File: config.mk
export PLATFORM = sky130hd
export DESIGN_NAME = counter_mod_7_b
export DESIGN_NICKNAME = d
export VERILOG_FILES = /design/src/rtl/counter_mod_7_b.sv
export SDC_FILE = /design/constraint.sdc
export NUM_CORES = 1
export LEC_CHECK = 0
export CAP_MARGIN = 15
export CORE_MARGIN = 3
export CORE_UTILIZATION = 48
export CTS_CLUSTER_SIZE = 16
export DETAILED_ROUTE_END_ITERATION = 10
export GPL_TIMING_DRIVEN = 0
export PLACE_DENSITY = 0.77
export SYNTH_ARGS = -nofsm -noshare
export SYNTH_HDL_FRONTEND = slang
export SYNTH_SLANG_ARGS = --single-unit
File: constraint.sdc
create_clock -name clk -period 12.6 [get_ports clk]
set_clock_uncertainty 0.05 [all_clocks]
set_input_delay 1.89 -clock clk [delete_from_list [all_inputs] [get_ports clk]]
set_output_delay 1.89 -clock clk [all_outputs]
set_load 0.005 [all_outputs]
File: src/rtl/counter_mod_7_b.sv
// Modulo-N 7-bit up/down counter for one clock field. It has a combinational
// terminal-count output, a registered carry/borrow pulse and registered BCD digits.
module counter_mod_7_b #(
  parameter logic [6:0] RST_VAL = 7'd0
) (
  input  logic       clk,
  input  logic       rst,
  input  logic       en,
  input  logic       up,
  input  logic       load,
  input  logic [6:0] load_val,
  input  logic [6:0] max_val,
  output logic [6:0] cnt,
  output logic [3:0] bcd_tens,
  output logic [3:0] bcd_ones,
  output logic       tc,
  output logic       co
);

  logic [6:0] cnt_q, cnt_d;
  logic [3:0] tens_q, tens_d;
  logic [3:0] ones_q, ones_d;
  logic       co_q, co_d;
  logic [6:0] load_clamped;

  // Shift-and-add-3 conversion. It is used only where the digits cannot be
  // derived incrementally: reset, load, and a jump to max_val.
  function automatic logic [7:0] bin2bcd(input logic [6:0] v);
    logic [14:0] s;
    s = {8'd0, v};
    for (int unsigned i = 0; i < 7; i++) begin
      if (s[10:7] >= 4'd5)  s[10:7]  = s[10:7]  + 4'd3;
      if (s[14:11] >= 4'd5) s[14:11] = s[14:11] + 4'd3;
      s = s << 1;
    end
    return s[14:7];
  endfunction

  assign load_clamped = (load_val > max_val) ? max_val : load_val;

  always_comb begin
    cnt_d  = cnt_q;
    tens_d = tens_q;
    ones_d = ones_q;
    co_d   = 1'b0;
    if (load) begin
      cnt_d            = load_clamped;
      {tens_d, ones_d} = bin2bcd(load_clamped);
    end else if (en) begin
      if (up) begin
        if (cnt_q >= max_val) begin
          cnt_d  = '0;
          tens_d = '0;
          ones_d = '0;
          co_d   = 1'b1;
        end else begin
          cnt_d = cnt_q + 7'd1;
          if (ones_q == 4'd9) begin
            ones_d = '0;
            tens_d = tens_q + 4'd1;
          end else begin
            ones_d = ones_q + 4'd1;
          end
        end
      end else begin
        if (cnt_q == 7'd0 || cnt_q > max_val) begin
          // Borrow from zero and recovery from an out-of-range count both land on max_val.
          cnt_d            = max_val;
          {tens_d, ones_d} = bin2bcd(max_val);
          co_d             = (cnt_q == 7'd0);
        end else begin
          cnt_d = cnt_q - 7'd1;
          if (ones_q == 4'd0) begin
            ones_d = 4'd9;
            tens_d = tens_q - 4'd1;
          end else begin
            ones_d = ones_q - 4'd1;
          end
        end
      end
    end
  end

  always_ff @(posedge clk) begin
    if (rst) begin
      cnt_q            <= RST_VAL;
      {tens_q, ones_q} <= bin2bcd(RST_VAL);
      co_q             <= 1'b0;
    end else begin
      cnt_q  <= cnt_d;
      tens_q <= tens_d;
      ones_q <= ones_d;
      co_q   <= co_d;
    end
  end

  assign tc       = en & (up ? (cnt_q >= max_val) : (cnt_q == 7'd0));
  assign cnt      = cnt_q;
  assign bcd_tens = tens_q;
  assign bcd_ones = ones_q;
  assign co       = co_q;

endmodule
==> run summary, run 1 <==
die span in x -> 84.52 microns
Crit path top cell by count -> ha_1
Max-Cap Viols -> 0
Die Y -> 84.52 microns
total CTS buffers -> 3
Core Region -> 0.005743 sq mm
Yosys warnings -> 0
CTS tree -> yes
WL final -> 8.361 mm
Pins Over Slew Limit -> 0
Remaining DRCs -> 0
Syn Std Cell Area -> 0.002959 sq mm
Clock Tree Root -> clkbuf_8
setup TNS -> 0 ns
Global Route Usage Sum -> 23.35%
sequential area share after synthesis -> 10.82%
number of synthesized register bits -> 16
net count after synthesis -> 452
pin count of the biggest net entering global routing -> 11
mean post-synth cell area -> 7.646 sq um
status -> finished clean
Worst Setup Start Kind -> input port
Vias -> 3157
Setup WS pre-CTS -> 4.240 ns
async set-or-reset flop fraction in the synthesized netlist -> 0%
total chip power -> 0.0004470 W
Final Hold Fails -> 0
clock-pin slew on the worst setup and hold paths -> 0.07 ns
Tmin final -> 8.164 ns
vias in the first global route -> 2966
Worst-Margin Slew -> 0.7629 ns
cts repair resizes -> 0
largest family of logic cells by synthesized area -> compound AO/OA/AOI/OAI gates
hold crit path type -> flop to flop
CP bufs+invs -> 5
share of layout cells above drive strength 1 -> 7.329%
ANT cells -> 0
power density cells -> 130.5 mW/mm^2
# IOs -> 36
total leakage power -> 1.425 nW
Clock Sinks -> 16
Crit-path slowest cell -> clkdlybuf4s50_1
Synth Flop Type -> dfxtp_1
count of input and output buffers -> 32
Max VDD drop -> 0.06522 mV
Hold-fix buffers, CTS -> 0
commonest non-fill, non-tap cells in the layout -> 46 x ha_1, 34 x nor2_1, 34 x inv_1
Cell variety after synth -> 71
crit-path max cell delay -> 0.66 ns
Critical Path Sink Type -> flop
Initial Util -> 51.53%
final worst-path setup slack -> 4.436 ns
fmax -> 0.1225 GHz
WL per Instance -> 16.89 microns
DP Area -> 0.003369 sq mm
mux contribution to synthesized area -> 7.146%
H-tree depth -> 1
post-CTS setup buffer count -> 0
Area Growth Syn to Fin -> 15.73%
Detail Placement HPWL -> 6.652 mm
antenna-violating nets left -> 0
gr ovfl total -> 0
synthesized instance count -> 387
FP Rows -> 27
unrepaired setup endpoints after global routing -> no
routability-driven placement congestion ratio -> 0.8903
Slew HR -> 49.14%
CTS max path bufs -> 2
first-pass GRT wire length -> 13.92 mm
CP Class -> input port to flop
via-per-instance ratio -> 6.378
drt first-iter violations -> 282
First-pass DRT Iterations -> 5
xor/xnor cell area share of the yosys netlist -> 6.512%
Die Area -> 0.007143 sq mm
fin crit share -> 64.79%
antenna violations before repair -> 0
EDFF count, synth -> 0
Worst Path Arrival -> 8.29 ns
WP data required -> 12.73 ns
complex-gate fraction of the synthesized area -> 30.40%
Final setup violation count -> 0
delay-heaviest family, CP -> compound AO/OA/AOI/OAI gates
Crit Path Max Fanout -> 8
Worst-Skew Late Latency -> 0.26 ns
Final #Nets -> 489
final instance area -> 0.003425 sq mm
Synth Area in Adders -> 19.45%
most common cell after layout, fill and taps aside -> ha_1
Post-Synth Simple-Gate Area -> 19.70%
## report_power, final
group / switching, W / internal (W) / leakage [nW]
Combinational: 0.000175 / 0.000145 / 1.26
Sequential: 0.0000187 / 0.0000607 / 0.133
Clock: 0.0000202 / 0.0000278 / 0.0288
Total: 0.000214 / 0.000233 / 1.42
## stage by stage
| stage | instances | hold slack [ns] | utilization (%) |
|---|---|---|---|
| 5_1_grt | 495 | 0.5707 | 59.63 |
| 6_report | 495 | 0.5132 | 59.63 |
| 3_5_place_dp | 491 | 0.5023 | 58.67 |
| 4_1_cts | 495 | 0.5140 | 59.63 |
| 3_3_place_gp | 491 | 0.4912 | 58.67 |
| 2_1_floorplan | 387 | 0.4864 | - |
## worst min-delay path, stage by stage, from the launching register on
cell,delay (ns)
dfxtp_1,0.35
nor2_1,0.11
a311oi_1,0.05
## final cells by class
cell class                      count  area (sq um)
Clock buffer                        4         55.05
Sequential cell                    16         320.3
Inverter                           34         127.6
Buffer                             12         48.80
Timing Repair Buffer               32         320.3
Multi-Input combinational cell    325          2462
Tap cell                           72         90.09
Fill cell                         563          2318
## state kept, by name (all words and copies together) (netlist names)
name and cells:
cnt 7, bcd_tens 4, bcd_ones 4, co 1
## cells in the mapped netlist, types with 2 or more instances
library cell  count  area [sq um]
o22ai_1           3         18.77
nand4_1           2         12.51
o211ai_1          7         52.55
xor2_1            5         43.79
nor3b_1           4         30.03
and2_1            3         18.77
ha_1             46         575.6
mux2i_2           2         27.53
nor2b_1           3         18.77
mux2i_1           9         90.09
buf_2             2         10.01
and3_1            2         12.51
a211oi_1         10         75.07
xnor2_1          17         148.9
a2111oi_0         5         43.79
nor4_1            3         18.77
a221oi_1          3         26.28
a31oi_1           3         18.77
and4_1            2         17.52
o211a_1           2         20.02
nand2b_1          5         31.28
clkbuf_1          8         30.03
nand2_1          30         112.6
or2_1             2         12.51
nand3_1          12         60.06
dfxtp_1          16         320.3
a211o_1           4         35.03
nor2_1           34         127.6
o21a_1            8         60.06
nor3_1            9         45.04
a311oi_1          3         26.28
mux2_2            4         45.04
a22oi_1           2         15.01
o21ai_0          22         110.1
inv_1            34         127.6
o221ai_1          3         26.28
a21oi_1          24         120.1
## routing by layer
metal | part of all wire (%) | GRT usage [%] | vias to the layer above
met5 | 0 | 0 | -
met4 | 2.0 | 7.050 | 0
met3 | 5.6 | 2.552 | 20
met2 | 49 | 39.22 | 128
met1 | 44 | 31.33 | 1504
li1 | - | - | 1505
## kinds of logic (layout without fill, tap and decap cells)
logic type,count (synthesis),in the layout
multiplexers,18,18
flip-flops,16,16
AND/OR/NAND/NOR,117,117
XOR/XNOR,22,22
adder cells (fa/ha/maj),46,46
buffers and inverters,46,82
AO/OA/AOI/OAI,122,122
## worst paths after layout
kind                                          startpoint                       end  slack [ns]  depth (start not counted)
worst max-delay path                          max_val[6]  bcd_ones[2]$_SDFFE_PP0P_        4.44                         29
worst min-delay path            bcd_tens[3]$_SDFFE_PP0P_  bcd_tens[3]$_SDFFE_PP0P_        0.51                          2
worst max register to register       cnt[1]$_SDFFE_PP0P_       cnt[3]$_SDFFE_PP0P_        9.12                         13
worst min register to register  bcd_tens[3]$_SDFFE_PP0P_  bcd_tens[3]$_SDFFE_PP0P_        0.51                          2
(Power assumes the default switching activity.)
==> inputs of run 2 (changes only) <==
PLACE_DENSITY = 0.8   (was 0.77)
clock period = 6.9 ns   (was 12.6 ns; I/O delays follow)
==> run summary, run 2 (synthesis results as in run 1) <==
status -> finished clean
routability-driven placement congestion ratio -> 0.9106
vias in the first global route -> 2809
Global Route Usage Sum -> 22.33%
die span in x -> 84.52 microns
# IOs -> 36
First-pass DRT Iterations -> 5
Worst Setup Start Kind -> input port
crit-path max cell delay -> 0.58 ns
fmax -> 0.1524 GHz
Worst-Skew Late Latency -> 0.26 ns
Max-Cap Viols -> 0
Slew HR -> 50.56%
drt first-iter violations -> 257
Final #Nets -> 497
delay-heaviest family, CP -> adder cells
internal power -> 0.0004518 W
proportion of power drawn by the clock network -> 10.1%
antenna-violating nets left -> 0
Remaining DRCs -> 0
total leakage power -> 1.495 nW
Worst-Margin Slew -> 0.7417 ns
Crit Path Max Fanout -> 6
hold_ws -> 0.5291 ns
total CTS buffers -> 3
fin crit share -> 95.08%
Pins Over Slew Limit -> 0
Core Region -> 0.005743 sq mm
WL final -> 8.292 mm
via-per-instance ratio -> 6.193
Detail Placement HPWL -> 6.488 mm
Clock Sinks -> 16
count of input and output buffers -> 32
H-tree depth -> 1
setup TNS -> 0 ns
CP Class -> input port to flop
Vias -> 3115
share of layout cells above drive strength 1 -> 12.53%
Area Growth Syn to Fin -> 21.01%
total chip power -> 0.0008536 W
Hold-fix buffers, CTS -> 0
pin count of the biggest net entering global routing -> 11
WP data required -> 7.02 ns
antenna violations before repair -> 0
gr ovfl total -> 0
clock-pin slew on the worst setup and hold paths -> 0.06 ns
CP bufs+invs -> 6
switching power -> 0.0004018 W
switching part of the total power -> 47.07%
most common cell after layout, fill and taps aside -> ha_1
Max VDD drop -> 0.2269 mV
CTS tree -> yes
FP Rows -> 27
Critical Path Sink Type -> flop
Initial Util -> 51.53%
CTS max path bufs -> 2
Clock Tree Root -> clkbuf_8
WL per Instance -> 16.49 microns
commonest non-fill, non-tap cells in the layout -> 43 x ha_1, 34 x nor2_1, 30 x nand2_1, 30 x inv_1, 29 x clkdlybuf4s50_1
hold crit path type -> flop to flop
Worst Path Arrival -> 6.68 ns
Die Y -> 84.52 microns
Die Area -> 0.007143 sq mm
Final Hold Fails -> 0
Final setup violation count -> 0
power density cells -> 238.4 mW/mm^2
first-pass GRT wire length -> 13.29 mm
Crit-path slowest cell -> clkdlybuf4s50_1
ANT cells -> 0
Combinational Power Share -> 72.7%
utilization after layout -> 62.35%
Tmin final -> 6.560 ns
Reg power frac -> 17.2%
max reg flops -> 7
==> run 2: cell types whose count changed in the layout (fill, tap and decap cells not counted), moves of 3 or more <==
cell,previous run,this run
ha_1,46,43
inv_2,0,4
buf_4,0,8
inv_1,34,30
clkdlybuf4s50_1,32,29
==> run 2: per-stage QoR <==
stage | area [sq um] | cells | worst slack (ns)
2_1_floorplan | 2959 | 387 | 0.8565
3_3_place_gp | 3369 | 491 | -0.3511
3_5_place_dp | 3369 | 491 | -0.5512
4_1_cts | 3493 | 500 | 0.06907
5_1_grt | 3581 | 503 | -0.02256
6_report | 3581 | 503 | 0.3397
==> run 2: layout make-up <==
type                            instances  area (sq um)
Multi-Input combinational cell        325          2554
Fill cell                             526          2162
Timing Repair Buffer                   40         385.4
Sequential cell                        16         320.3
Inverter                               34         127.6
Tap cell                               72         90.09
Clock buffer                            4         55.05
Buffer                                 12         48.80
==> run 2: power groups by stage <==
| stage | Clock, W | Combinational (W) | Sequential (W) |
|---|---|---|---|
| after global placement | 0 | 0.000552 | 0.000146 |
| after global routing | 0.0000903 | 0.000684 | 0.000152 |
| after CTS | 0.0000871 | 0.000587 | 0.000145 |
| after detailed placement | 0 | 0.000571 | 0.000147 |
| final | 0.0000864 | 0.000621 | 0.000146 |
| after floorplan | 0 | 0.000428 | 0.000140 |
==> run 2: worst register-to-register path: cells and delay by family, from the launching register on <==
kind | cells | cell delay (ns)
muxes | 1 | 0.32
DFF | 1 | 0.48
and+or+nand+nor | 3 | 0.72
AOI/OAI and AO/OA | 7 | 1.31
buffers and inverters | 1 | 0.19
adders and majority gates | 1 | 0.30
==> run 2: routing by layer <==
metal  vias to the layer above  GRT usage (%)  routed length, microns
li1                       1517              -                       -
met1                      1465          30.72                    3700
met2                       119          37.94                    3982
met3                        14          3.042                     506
met4                         0          3.165                     102
met5                         -              0                       0
==> run 2: worst paths after layout <==
path,slack (ns),start,end,cells after the start
setup / recovery,0.34,max_val[3],bcd_ones[2]$_SDFFE_PP0P_,30
setup reg to reg,3.40,cnt[1]$_SDFFE_PP0P_,bcd_tens[0]$_SDFFE_PP0P_,13
hold reg to reg,0.53,bcd_tens[3]$_SDFFE_PP0P_,bcd_tens[3]$_SDFFE_PP0P_,2
hold / removal,0.53,bcd_tens[3]$_SDFFE_PP0P_,bcd_tens[3]$_SDFFE_PP0P_,2
==> run 2: what timing repair did <==
item | 4_1_cts | 5_1_grt
gates resized for setup | 6 | 17
buffers inserted | 5 | 3
endpoints found under the hold margin | 0 | 0
pin swaps | 1 | 3
setup endpoints to repair | 4 | 6
